==> config.mk <==
export PLATFORM = sky130hd
export DESIGN_NAME = ring_play_ctrl_flat
export DESIGN_NICKNAME = d
export VERILOG_FILES = /design/src/rtl/ring_play_ctrl_if.sv /design/src/rtl/ring_play_ctrl.sv /design/src/flat_wrapper.sv
export SDC_FILE = /design/constraint.sdc
export NUM_CORES = 1
export LEC_CHECK = 0
export ABC_CLOCK_PERIOD_IN_PS = 2200
export CAP_MARGIN = 10
export CORE_MARGIN = 10
export CORE_UTILIZATION = 40
export CTS_CLUSTER_DIAMETER = 200
export DETAILED_ROUTE_END_ITERATION = 8
export GPL_ROUTABILITY_DRIVEN = 0
export MAX_ROUTING_LAYER = met4
export SKIP_LAST_GASP = 1
export SYNTH_ARGS = -nofsm -noshare
export SYNTH_HDL_FRONTEND = slang
export SYNTH_SLANG_ARGS = --single-unit
==> constraint.sdc <==
create_clock -name clk -period 2.2 [get_ports clk]
set_input_delay 0.44 -clock clk [delete_from_list [all_inputs] [get_ports clk]]
set_output_delay 0.44 -clock clk [all_outputs]
set_load 0.05 [all_outputs]
==> src/rtl/ring_play_ctrl_if.sv <==
// ring_play_ctrl_if: bundles the requester and consumer side signals of
// ring_play_ctrl.
//   i_req      requester request bits (bit n = requester n)
//   i_data0/1  burst words from requester 0 / 1
//   o_gnt      registered one-hot grant, high for the whole load phase
//   o_busy     high whenever the controller is not idle
//   o_data     ring tail during playback, otherwise 0
//   o_valid    playback qualifier
//   o_first    marks the first word of each rotation
// master = producer/consumer side, slave = controller side.
interface ring_play_ctrl_if #(
  parameter int unsigned DW = 8
);
  logic [1:0]    i_req;
  logic [DW-1:0] i_data0;
  logic [DW-1:0] i_data1;
  logic [1:0]    o_gnt;
  logic          o_busy;
  logic [DW-1:0] o_data;
  logic          o_valid;
  logic          o_first;

  modport master (
    output i_req, i_data0, i_data1,
    input  o_gnt, o_busy, o_data, o_valid, o_first
  );

  modport slave (
    input  i_req, i_data0, i_data1,
    output o_gnt, o_busy, o_data, o_valid, o_first
  );
endinterface

==> src/rtl/ring_play_ctrl.sv <==
// ring_play_ctrl: shares a DEPTH-entry recirculating byte ring between two
// requesters. A round-robin winner's burst is shifted into the ring, one gap
// cycle follows, then the ring is replayed RECIRC full rotations.
// Ports:
//   clk  rising-edge clock
//   RST  synchronous active-high reset
//   bus  ring_play_ctrl_if.slave (requests/data in, grant/status/playback out)
module ring_play_ctrl #(
  parameter int unsigned DW     = 8,
  parameter int unsigned DEPTH  = 4,
  parameter int unsigned RECIRC = 2
) (
  input  logic             clk,
  input  logic             RST,
  ring_play_ctrl_if.slave  bus
);
  localparam int unsigned PLAY_LEN = DEPTH * RECIRC;
  localparam int unsigned CW       = $clog2(PLAY_LEN);
  localparam int unsigned PW       = $clog2(DEPTH);

  typedef enum logic [1:0] {IDLE, LOAD, GAP, PLAY} state_t;

  state_t        state_q, state_d;
  logic [CW-1:0] cnt_q, cnt_d;
  logic [PW-1:0] ph_q, ph_d;
  logic [1:0]    gnt_q, gnt_d;
  logic          last_q, last_d;   // 1: last grant went to requester 1
  logic          busy_q, busy_d;
  logic          valid_q, valid_d;
  logic          first_q, first_d;
  logic [DW-1:0] ring_q [DEPTH];

  logic          shift, load, clr;
  logic [1:0]    pick;
  logic [DW-1:0] wr_word;

  assign wr_word = gnt_q[1] ? bus.i_data1 : bus.i_data0;

  always_comb begin
    if (bus.i_req == 2'b11) pick = last_q ? 2'b01 : 2'b10;
    else                    pick = bus.i_req;
  end

  always_comb begin
    state_d = state_q;
    cnt_d   = cnt_q;
    ph_d    = ph_q;
    gnt_d   = gnt_q;
    last_d  = last_q;
    shift   = 1'b0;
    load    = 1'b0;
    clr     = 1'b0;
    case (state_q)
      IDLE: begin
        if (bus.i_req != 2'b00) begin
          state_d = LOAD;
          cnt_d   = '0;
          gnt_d   = pick;
          last_d  = pick[1];
        end
      end
      LOAD: begin
        if ((bus.i_req & gnt_q) == 2'b00) begin
          // Granted requester withdrew: discard the partial burst.
          clr     = 1'b1;
          gnt_d   = '0;
          state_d = IDLE;
        end else begin
          shift = 1'b1;
          load  = 1'b1;
          if (cnt_q == CW'(DEPTH - 1)) begin
            gnt_d   = '0;
            state_d = GAP;
          end else begin
            cnt_d = cnt_q + CW'(1);
          end
        end
      end
      GAP: begin
        state_d = PLAY;
        cnt_d   = '0;
        ph_d    = '0;
      end
      PLAY: begin
        shift = 1'b1;
        if (cnt_q == CW'(PLAY_LEN - 1)) begin
          state_d = IDLE;
        end else begin
          cnt_d = cnt_q + CW'(1);
          ph_d  = (ph_q == PW'(DEPTH - 1)) ? '0 : ph_q + PW'(1);
        end
      end
      default: state_d = IDLE;
    endcase
  end

  // Status outputs are registered from the next-state view so they line up
  // with the state they describe.
  always_comb begin
    busy_d  = (state_d != IDLE);
    valid_d = (state_d == PLAY);
    first_d = (state_d == PLAY) && (ph_d == '0);
  end

  always_ff @(posedge clk) begin
    if (RST) begin
      state_q <= IDLE;
      cnt_q   <= '0;
      ph_q    <= '0;
      gnt_q   <= '0;
      last_q  <= 1'b1;   // requester 0 wins the first tie
      busy_q  <= 1'b0;
      valid_q <= 1'b0;
      first_q <= 1'b0;
    end else begin
      state_q <= state_d;
      cnt_q   <= cnt_d;
      ph_q    <= ph_d;
      gnt_q   <= gnt_d;
      last_q  <= last_d;
      busy_q  <= busy_d;
      valid_q <= valid_d;
      first_q <= first_d;
    end
  end

  always_ff @(posedge clk) begin
    if (RST || clr) begin
      for (int unsigned k = 0; k < DEPTH; k++) ring_q[k] <= '0;
    end else if (shift) begin
      for (int unsigned k = 1; k < DEPTH; k++) ring_q[k] <= ring_q[k-1];
      ring_q[0] <= load ? wr_word : ring_q[DEPTH-1];
    end
  end

  assign bus.o_gnt   = gnt_q;
  assign bus.o_busy  = busy_q;
  assign bus.o_valid = valid_q;
  assign bus.o_first = first_q;
  assign bus.o_data  = (state_q == PLAY) ? ring_q[DEPTH-1] : '0;
endmodule
==> src/flat_wrapper.sv <==
// flat-port wrapper written by rule: the top's interface ports become plain ports
module ring_play_ctrl_flat 
#(
  parameter int unsigned DW     = 8,
  parameter int unsigned DEPTH  = 4,
  parameter int unsigned RECIRC = 2
)
  (clk, RST, bus_i_req, bus_i_data0, bus_i_data1, bus_o_gnt, bus_o_busy, bus_o_data, bus_o_valid, bus_o_first);
  ring_play_ctrl_if #(.DW(DW)) bus_i ();
  input  logic clk;
  input  logic RST;
  input wire logic [$bits(bus_i.i_req)-1:0] bus_i_req;
  input wire logic [$bits(bus_i.i_data0)-1:0] bus_i_data0;
  input wire logic [$bits(bus_i.i_data1)-1:0] bus_i_data1;
  output wire logic [$bits(bus_i.o_gnt)-1:0] bus_o_gnt;
  output wire logic [$bits(bus_i.o_busy)-1:0] bus_o_busy;
  output wire logic [$bits(bus_i.o_data)-1:0] bus_o_data;
  output wire logic [$bits(bus_i.o_valid)-1:0] bus_o_valid;
  output wire logic [$bits(bus_i.o_first)-1:0] bus_o_first;
  assign bus_i.i_req = bus_i_req;
  assign bus_i.i_data0 = bus_i_data0;
  assign bus_i.i_data1 = bus_i_data1;
  assign bus_o_gnt = bus_i.o_gnt;
  assign bus_o_busy = bus_i.o_busy;
  assign bus_o_data = bus_i.o_data;
  assign bus_o_valid = bus_i.o_valid;
  assign bus_o_first = bus_i.o_first;
  ring_play_ctrl #(.DW(DW), .DEPTH(DEPTH), .RECIRC(RECIRC)) u_core (.clk(clk), .RST(RST), .bus(bus_i));
endmodule
==> impl_metrics.json <==
{
  "grt_use_total": 0.1149,
  "routed_wl_um": 4509,
  "synth_nets": 198,
  "clk_latency_ps": 300,
  "io_buffers": 32,
  "ios": 33,
  "powerDensity_nw_per_um2": 685.8,
  "diodes": 0,
  "arrival_ps": 1510,
  "die_w_um": 92.36,
  "die_y_um": 92.36,
  "hold_path.class": "flip-flop to flip-flop",
  "cts_tree": "built",
  "clock-sinks": 45,
  "ant_nets": 0,
  "dp.cells": 278,
  "startpoint": "u_core.bus.o_gnt[0]",
  "fin_crit_sh": 0.8857,
  "ys_warn_count": 0,
  "worst_pin_slew_ps": 745.3,
  "cts_inserted_buffers": 5,
  "fin_worst_skew_ps": 6.424,
  "path_delay_family": "buffers and inverters",
  "crit_buf_inv": 1,
  "final_common_cell": "edfxtp_1",
  "drc": 0,
  "start_kind": "flip-flop",
  "root_buffer": "clkbuf_8",
  "critical_path.max_stage_delay_ps": 830,
  "crit_fanout": 3,
  "crit_path_end": "bus_o_gnt[0]",
  "ys_ff_latch": 45,
  "mostFrequentLayoutCells": "edfxtp_1 (32), and2_1 (25), clkdlybuf4s50_1 (23)",
  "postCtsHoldBufs": 0,
  "vias_per_cell": 4.993,
  "post_cts_buffers": 0,
  "setup_viol": 0,
  "maxCapViolations": 0,
  "wl_per_cell_um": 15.77,
  "hpwlAfterDp_um": 3231,
  "layout_min_cycle_time_ps": 1949,
  "clkTransAtPathRegs_ps": 80,
  "cts_max_path_buffers": 2,
  "drive_above_1_share": 0.1898,
  "antenna_found_initial": 0,
  "final_cells": 286,
  "synth_top_area_frac": 0.4588,
  "critPathKind": "flip-flop to output pin",
  "syn_inst": 174,
  "synth_area_leaders": "edfxtp_1 (46%), dfxtp_1 (12%), and2_1 (7.5%)",
  "num_vias": 1428,
  "critPathCaptureType": "output pin",
  "cts.repair.resized": 0,
  "r2r_slack_ps": 550,
  "cp.required_ps": 1760,
  "worst_slew_margin_rel": 0.5031,
  "p_leak_nw": 1.068,
  "critPathSlowestCell": "clkdlybuf4s50_1",
  "syn_area_um2": 2095,
  "crit_cells": 1,
  "rsz0062_at_grt": "false",
  "nets": 239,
  "timing.fmax_mhz": 513.2,
  "area_delta_synth_final_pct": 32.14,
  "ys_seq_area_frac": 0.5830,
  "netlist.top_cell.by_area": "edfxtp_1",
  "rows": 26,
  "setup_tns_ps": 0,
  "reg2reg_from": "u_core.cnt_q[0]",
  "grt_max_degree": 33,
  "synth_area_per_cell_um2": 12.04,
  "first_pass_iters": 4,
  "crit_chain": "clkdlybuf4s50_1",
  "grt_pass1_wl_um": 7603,
  "synth_cell_type_count": 36,
  "drv_slew": 0,
  "peakVddDrop_mv": 0.3957,
  "reg2regPathDepth": 6,
  "core_area_um2": 5107,
  "dieArea_um2": 8530,
  "grt_pass1_vias": 1506,
  "grt_overflow": 0,
  "initial_utilization": 0.4101,
  "rr_endpoint": "u_core.bus.o_first",
  "drt-initial-drc-count": 85,
  "htreeDepth": 2,
  "hold_viol_final": 0,
  "status": "finished, final reports clean"
}
[layout make-up]
type / instances / area, µm²
Clock inverter: 3 / 65.06
Sequential cell: 45 / 1221
Clock buffer: 5 / 68.82
Multi-Input combinational cell: 117 / 804.5
Timing Repair Buffer: 44 / 513.0
Fill cell: 454 / 2340
Tap cell: 70 / 87.58
Inverter: 2 / 7.507
[where the power goes]
part / internal (W) / leakage (nW) / switching, W
combinational: 0.0000857 / 0.550 / 0.000103
sequential: 0.000956 / 0.450 / 0.0000199
clock: 0.000451 / 0.0681 / 0.000283
total: 0.00149 / 1.07 / 0.000405
[cell families (layout without fill, tap and decap cells)]
logic type	after synthesis	count (layout)	share of synthesized area
AND/OR/NAND/NOR	73	73	0.1959
flip-flops	45	45	0.5830
AO/OA/AOI/OAI	32	32	0.1260
buffers and inverters	12	54	0.03285
multiplexers	8	8	0.03823
adder cells (fa/ha/maj)	4	4	0.02390
[flip-flops by register name, indices dropped and copies added, names as in the netlist]
| name | count |
|---|---|
| u_core.bus.o_first | 1 |
| u_core.ring_q | 32 |
| u_core.last_q | 1 |
| u_core.cnt_q | 3 |
| u_core.bus.o_valid | 1 |
| u_core.ph_q | 2 |
| u_core.state_q | 2 |
| u_core.bus.o_gnt | 2 |
| u_core.bus.o_busy | 1 |
[cell usage after synthesis, drive strengths merged]
cell type / instances
a21o: 1
nand3b: 1
nor2: 15
and2: 25
a211oi: 8
and4b: 1
or2: 2
nand3: 5
and3b: 1
a31oi: 1
nor3: 1
o211ai: 1
mux2i: 8
a21oi: 9
o21ai: 5
nor2b: 5
and3: 8
ha: 4
nor3b: 1
o2bb2ai: 2
nand2: 5
clkbuf: 6
a21bo: 1
nand2b: 2
inv: 2
a311oi: 1
o21a: 2
dfxtp: 13
buf: 4
edfxtp: 32
nor4b: 1
a22o: 1
[worst min path at each step]
stage | startpoint | end | slack [ps] | depth (start not counted)
after floorplan | u_core.cnt_q[1] | u_core.cnt_q[1] | 450 | 2
after global placement | u_core.cnt_q[1] | u_core.cnt_q[1] | 460 | 2
after detailed placement | u_core.cnt_q[1] | u_core.cnt_q[1] | 460 | 2
after CTS | u_core.cnt_q[1] | u_core.cnt_q[1] | 480 | 2
after global routing | u_core.cnt_q[1] | u_core.cnt_q[1] | 490 | 2
final | u_core.cnt_q[1] | u_core.cnt_q[1] | 480 | 2
[per-stage QoR]
step	setup slack (ps)	util	instance area [µm²]	hold WS, ps	power (W)
3_3_place_gp	125.2	0.5157	2634	458.0	0.001175
3_5_place_dp	86.55	0.5157	2634	464.2	0.001184
2_1_floorplan	411.8	-	2095	447.4	0.001094
4_1_cts	238.3	0.5419	2768	476.5	0.001911
6_report	251.4	0.5419	2768	483.6	0.001898
5_1_grt	201.3	0.5419	2768	495.0	0.001983
[layer usage]
metal	wire (µm)	vias to the layer above	track usage
li1	-	706	-
met1	2075	687	0.1315
met2	2219	30	0.1882
met3	171	5	0.03471
met4	42	0	0.03856
met5	0	-	-
No activity file was read; power rests on OpenSTA's default activity.
